$ cat config.mk
export PLATFORM = sky130hd
export DESIGN_NAME = bps_rx_gen
export DESIGN_NICKNAME = d
export VERILOG_FILES = /design/src/rtl/bps_rx_gen.sv
export SDC_FILE = /design/constraint.sdc
export NUM_CORES = 1
export LEC_CHECK = 0
export CORE_MARGIN = 2
export CORE_UTILIZATION = 45
export CTS_CLUSTER_SIZE = 30
export DETAILED_ROUTE_END_ITERATION = 8
export MAX_ROUTING_LAYER = met4
export PLACE_DENSITY = 0.7
export SLEW_MARGIN = 20
export SYNTH_ARGS = -nofsm -noshare
export SYNTH_HDL_FRONTEND = slang
export SYNTH_SLANG_ARGS = --single-unit
$ cat constraint.sdc
create_clock -name clk -period 2.6 [get_ports clk]
set_clock_uncertainty 0.05 [all_clocks]
set_input_delay 0.52 -clock clk [delete_from_list [all_inputs] [get_ports clk]]
set_output_delay 0.52 -clock clk [all_outputs]
set_load 0.005 [all_outputs]
$ cat src/rtl/bps_rx_gen.sv
// bps_rx_gen: UART receive bit-timing generator.
// Starts a frame on a start-edge pulse, raises one mid-bit sample strobe per
// bit with its index, checks the start bit and flags frame completion.
// Divisor, parity and stop-bit count are latched at the start of each frame.
// Optional feature: define BPS_RX_MAJORITY_EN for a 2-of-3 majority vote
// around the mid-bit point. The strobe then comes one cycle later.
module bps_rx_gen #(
    parameter int DIV_W     = 16,
    parameter int DATA_BITS = 8
) (
    input  logic             clk,
    input  logic             rst,
    input  logic             rx_en,
    input  logic             rxd,
    input  logic [DIV_W-1:0] div,
    input  logic             parity_en,
    input  logic             stop2,
    output logic             busy,
    output logic             rx_sel_data,
    output logic [3:0]       rx_num,
    output logic             rx_bit,
    output logic             frame_done,
    output logic             start_err
);

    typedef enum logic {
        IDLE,
        RUN
    } state_t;

    localparam logic [DIV_W-1:0] DIV_MIN = DIV_W'(4);
    localparam logic [DIV_W-1:0] ONE     = DIV_W'(1);

    state_t           state;
    logic [DIV_W-1:0] cnt;
    logic [DIV_W-1:0] div_q;
    logic [DIV_W-1:0] half;
    logic [3:0]       frame_len;

`ifdef BPS_RX_MAJORITY_EN
    logic             samp_early;
    logic             samp_mid;
`endif

    logic [DIV_W-1:0] div_eff;
    logic [DIV_W-1:0] sample_pt;
    logic             cnt_wrap;
    logic             start_ok;
    logic             bad_start;
    logic             frame_end;

    // Divisors below 4 would leave no room for the sample window.
    assign div_eff  = (div < DIV_MIN) ? DIV_MIN : div;
    assign cnt_wrap = (cnt == div_q - ONE);

`ifdef BPS_RX_MAJORITY_EN
    assign sample_pt = half + ONE;
`else
    assign sample_pt = half;
`endif

    // A start edge that arrives while a frame is reporting its end is
    // dropped. The edge detector is expected to present it again.
    assign start_ok  = rx_en && !frame_done && !start_err;
    assign bad_start = rx_sel_data && (rx_num == 4'd0) && rx_bit;
    assign frame_end = rx_sel_data && (rx_num == frame_len - 4'd1);

    // Frame sequencing: bit counter, strobe, bit index and status pulses.
    always_ff @(posedge clk) begin
        // NOTE: all state here uses non-blocking assignments, so every branch
        // reads the values from before this edge regardless of statement order.
        if (rst) begin
            state       <= IDLE;
            cnt         <= '0;
            div_q       <= DIV_MIN;
            half        <= DIV_MIN >> 1;
            frame_len   <= 4'(DATA_BITS + 2);
            busy        <= 1'b0;
            rx_sel_data <= 1'b0;
            rx_num      <= 4'd0;
            frame_done  <= 1'b0;
            start_err   <= 1'b0;
        end else begin
            rx_sel_data <= 1'b0;
            frame_done  <= 1'b0;
            start_err   <= 1'b0;
            case (state)
                IDLE: begin
                    cnt    <= '0;
                    rx_num <= 4'd0;
                    if (start_ok) begin
                        div_q     <= div_eff;
                        half      <= div_eff >> 1;
                        frame_len <= 4'(DATA_BITS + 2) + {3'b000, parity_en}
                                     + {3'b000, stop2};
                        busy      <= 1'b1;
                        state     <= RUN;
                    end
                end
                RUN: begin
                    cnt <= cnt_wrap ? '0 : cnt + ONE;
                    if (cnt == sample_pt) begin
                        rx_sel_data <= 1'b1;
                    end
                    if (bad_start) begin
                        start_err <= 1'b1;
                        busy      <= 1'b0;
                        rx_num    <= 4'd0;
                        cnt       <= '0;
                        state     <= IDLE;
                    end else if (frame_end) begin
                        frame_done <= 1'b1;
                        busy       <= 1'b0;
                        rx_num     <= 4'd0;
                        cnt        <= '0;
                        state      <= IDLE;
                    end else if (rx_sel_data) begin
                        rx_num <= rx_num + 4'd1;
                    end
                end
                default: state <= IDLE;
            endcase
        end
    end

    // Line sampling around the mid-bit point. rx_bit is updated on the same
    // edge that raises the strobe.
    always_ff @(posedge clk) begin
        if (rst) begin
            rx_bit <= 1'b1;
`ifdef BPS_RX_MAJORITY_EN
            samp_early <= 1'b1;
            samp_mid   <= 1'b1;
`endif
        end else if (state == RUN) begin
`ifdef BPS_RX_MAJORITY_EN
            if (cnt == half - ONE) begin
                samp_early <= rxd;
            end
            if (cnt == half) begin
                samp_mid <= rxd;
            end
            if (cnt == half + ONE) begin
                rx_bit <= (samp_early & samp_mid) | (samp_early & rxd)
                          | (samp_mid & rxd);
            end
`else
            if (cnt == half) begin
                rx_bit <= rxd;
            end
`endif
        end
    end

endmodule

[Word-level counts from Yosys, hierarchy flattened]
Index checks and enable logic that the tools add are counted.
Cells by class
  $add $sub $neg: 6
  bitwise operators: 1
  reduce and logical (&&, ||, !) cells: 13
  mux-type cells: 20
  equality and inequality tests: 6
  order comparisons: 1
Operators by type and width (number)
  $mux 16: 4
  $pmux 16 s2: 1
  $add 16x1->16 const B: 1
  $eq 16x15->1: 1
  $eq 16x16->1: 1
  $lt 16x3->1 const B: 1
  $sub 16x1->16 const B: 1
  $mux 4: 3
  $mux 1: 9
  $pmux 4 s2: 1
  $reduce_and 2->1: 3
  $logic_and 1x1->1: 5
  $add 4x1->4: 1
  $add 4x1->4 const A: 1
  $add 4x1->4 const B: 1
  $eq 4x4->1: 1
  $logic_not 4->1: 1
  $ne 4x2->1 const B: 1
  $pmux 1 s2: 2
  $sub 4x1->4 const B: 1
  $ne 3x1->1 const B: 1
  $reduce_or 3->1: 1
  $logic_not 1->1: 2
  $ne 2x2->1 const B: 1
  2 further kinds: 2
Storage, ports and cells
  bits in registers: 61
  input port bits: 22
  output and inout port bits: 9

[Longest topological paths before layout]
  depth after elaboration: 6
  gate-level depth with buffers: 9

[Worst setup path before layout]
OpenSTA, ideal clock, no wires.
  path kind: register to register
  start: register div_q[3]
  end: register cnt[10]
  setup time: 0.135 ns
  arrival time: 2.296 ns
  setup slack: 0.119 ns
  data required time: 2.415 ns
  cell stages (with the launch flop): 9
  path buffers: 2
  period minus slack after synthesis: 2.481 ns
  cells stage by stage: dfxtp_1 buf_6 or4_4 or4_1 nand3_1 o21ai_1 nor4_4 buf_6 a21oi_1
Between the ends
  cells in the longest elaborated chain, start to end: 6
Ends and longest elaborated chain
  from (decl): RTL line 36  | logic [DIV_W-1:0] div_q;
  from (signal assigned): RTL line 92  | div_q <= div_eff;
  $sub 16x1->16: RTL line 54  | assign cnt_wrap = (cnt == div_q - ONE);
  $eq 16x16->1: RTL line 54
  $mux 16: RTL line 101  | cnt <= cnt_wrap ? '0 : cnt + ONE;
  $mux 16: RTL line 111  | end else if (frame_end) begin
  $mux 16: RTL line 105  | if (bad_start) begin
  $pmux 16 s2: RTL line 87  | case (state)
  to (signal assigned): RTL line 101
  to (decl): RTL line 35  | logic [DIV_W-1:0] cnt;
Every way passes these cells.
A chain may end at the register's enable or synchronous reset.

[Worst setup path in the final report]
  start: register div_q[3]
  end: register cnt[0]
The elaborated chain is that of the path after synthesis.

==> results.py <==
metrics = {
    "status": {
        "status": "finished, final reports clean",
    },
    "pwr": {
        "switchingPower_mw": 0.441,
        "cellPowerDensity_nw_per_um2": 459,
        "power.leakage_nw": 1.19,
        "ir_drop_mv": 0.296,
        "p_int_mw": 1.05,
        "pwr-share-clk_pct": 29.3,
        "p_sw_share_pct": 29.6,
        "pwr-share-comb_pct": 20.7,
        "seqPwrFrac_pct": 50.0,
    },
    "route": {
        "routed_wirelength_mm": 6.56,
        "dr.pass1.iters": 4,
        "drt_iter0_drc": 103,
        "vias": 2479,
        "wl_per_cell_um": 14.5,
        "drc": 0,
        "viasPerCell": 5.47,
        "ant_nets": 0,
    },
    "cts": {
        "cts_setup_buffers": 0,
        "clockBufferDepth": 2,
        "ctsHoldBuffers": 0,
        "numCtsBuffers": 5,
        "clockRootBuffer": "clkbuf_8",
        "clock_sinks": 45,
        "post_cts_resized": 0,
        "clk_pin_slew_ns": 0.09,
        "clk_latency_ns": 0.30,
        "ctsHtreeMaxLevel": 2,
        "cts_tree": "built",
    },
    "timing": {
        "period_share_pct": 89.9,
        "tightest_slew_ns": 0.647,
        "slew_viol_final": 0,
        "post-route-min-period_ns": 2.34,
        "fin_ws_ns": 0.263,
        "slew-limit-headroom_pct": 56.9,
        "hold_violations": 0,
        "tns_ns": 0,
        "fmax_ghz": 0.428,
        "rsz0062_at_grt": "no",
        "finalSetupViolCount": 0,
    },
    "setup_path": {
        "r2r_cells": 7,
        "critPathMaxFanout": 8,
        "endpoint_kind": "flop",
        "critPathRequiredTime_ns": 2.73,
        "worstPathArrival_ns": 2.47,
        "worst-setup-path-type": "reg -> reg",
        "crit_path_start_kind": "flop",
    },
    "die": {
        "die-area_um2": 6660,
        "start_util_pct": 46.0,
        "die_h_um": 81.6,
        "dieWidth_um": 81.6,
        "core_area_um2": 5890,
        "io_pins": 31,
        "rows": 28,
    },
    "global_route": {
        "grt_pass1_wl_mm": 11.2,
        "grt_use_total_pct": 22.5,
        "grt_antenna_before_repair": 0,
        "grt_pass1_vias": 2375,
        "grt_remaining_overflow": 0,
        "grt_max_degree": 24,
    },
    "synth": {
        "synth_common_cells": "58 x nand2_1, 45 x dfxtp_1, 35 x xnor2_1",
        "yosysMostFrequentCell": "nand2_1",
        "synth-edff-count": 0,
        "synth-main-ff-cell": "dfxtp_1",
        "synthArstFlopShare_pct": 0,
        "ys_seq_area_share_pct": 33.2,
        "synthCells": 343,
        "ys_seq_elements": 45,
        "syn_area_per_cell_um2": 7.90,
        "synthTopCellsByArea": "dfxtp_1 33%, xnor2_1 11%, nand2_1 8.0%, xor2_1 6.8%, a21oi_1 6.3%",
        "synth.top_cell.area_share_pct": 33.2,
        "syn-cell-area_um2": 2710,
        "synth_nets": 371,
        "ys_types": 46,
        "yosysTopAreaCell": "dfxtp_1",
        "yosysWarnings": 0,
    },
    "run": {
        "max-cap-violations": 0,
    },
    "cells_and_area": {
        "final.fill_count": 577,
        "multi_input_area_um2": 1670,
        "drive_gt1_share_pct": 10.1,
        "antenna_cells": 0,
        "seq_area_um2": 901,
        "synthToLayoutAreaGrowth_pct": 19.6,
        "layout.nets": 405,
    },
    "placement": {
        "numPortBuffers": 30,
        "place.gp.congestion": 0.902,
        "post-place-ws_ns": 0.203,
        "dp_hpwl_mm": 4.90,
    },
    "hold_path": {
        "hold_class": "reg -> reg",
        "holdPathStages": 2,
    },
}
area by class of cell:
| type | instances | area share (%) |
|---|---|---|
| Timing Repair Buffer | 50 | 13.9 |
| Clock buffer | 7 | 2.35 |
| Sequential cell | 45 | 27.8 |
| Multi-Input combinational cell | 263 | 51.4 |
| Clock inverter | 1 | 0.232 |
| Inverter | 12 | 1.39 |
| Tap cell | 75 | 2.89 |
layout by cell type, fill, tap and decap left out, types with 12 or more instances in the layout:
cell             synthesis  final
nand2_1                 58     58
inv_1                   12     12
xnor2_1                 35     35
dfxtp_1                 45     45
nor2_1                  19     18
clkdlybuf4s50_1          0     30
xor2_1                  21     21
buf_4                    0     20
a21oi_1                 34     34
power by group through the flow:
stage / combinational, mW / sequential [mW] / clock [mW]
after floorplan: 0.204 / 0.750 / 0
after global placement: 0.301 / 0.759 / 0
after detailed placement: 0.305 / 0.760 / 0
after CTS: 0.307 / 0.743 / 0.439
after global routing: 0.341 / 0.748 / 0.467
final: 0.308 / 0.744 / 0.436
kinds of logic after synthesis:
group | after synthesis | synth area share, %
compound gates | 59 | 13.3
xor+xnor | 56 | 18.1
fa+ha+maj | 6 | 2.77
buf+inv | 35 | 5.54
flops | 45 | 33.2
simple gates | 142 | 27.1
metal layers:
metal  global-route usage, %  routed length (um)  up-vias
met1                    29.3                3180     1176
met5                       -                   0        -
met2                    36.3                3070       51
met4                    5.67                  55        0
met3                    3.96                 263        4
li1                        -                   -     1248
registers in the layout, summed over array words and instances (netlist names), 3 cells and up:
| register | cells |
|---|---|
| rx_num | 4 |
| div_q | 16 |
| frame_len | 3 |
| cnt | 16 |
critical path: stages, from the launching register on:
cell	delay [ns]
dfxtp_1	0.32
or4_4	0.57
or4_1	0.51
nand3_1	0.10
o21ai_1	0.10
nor4_4	0.29
buf_4	0.20
a21oi_1	0.07
path summary, 6_finish.rpt:
kind         slack, ns        end       from
max               0.26     cnt[0]   div_q[3]
min               0.46  div_q[15]  div_q[15]
max reg2reg       0.26     cnt[0]   div_q[3]
min reg2reg       0.46  div_q[15]  div_q[15]
metrics by stage:
stage	instances	instance area [um^2]	power, mW	hold slack [ns]	utilization, %
global route	453	3240	1.56	0.485	55.1
floorplan	343	2710	0.955	0.411	-
global placement	445	3160	1.06	0.432	53.6
finish	453	3240	1.49	0.456	55.1
CTS	453	3240	1.49	0.457	55.0
detailed placement	445	3160	1.07	0.445	53.6
No activity file was read; power rests on OpenSTA's default activity.
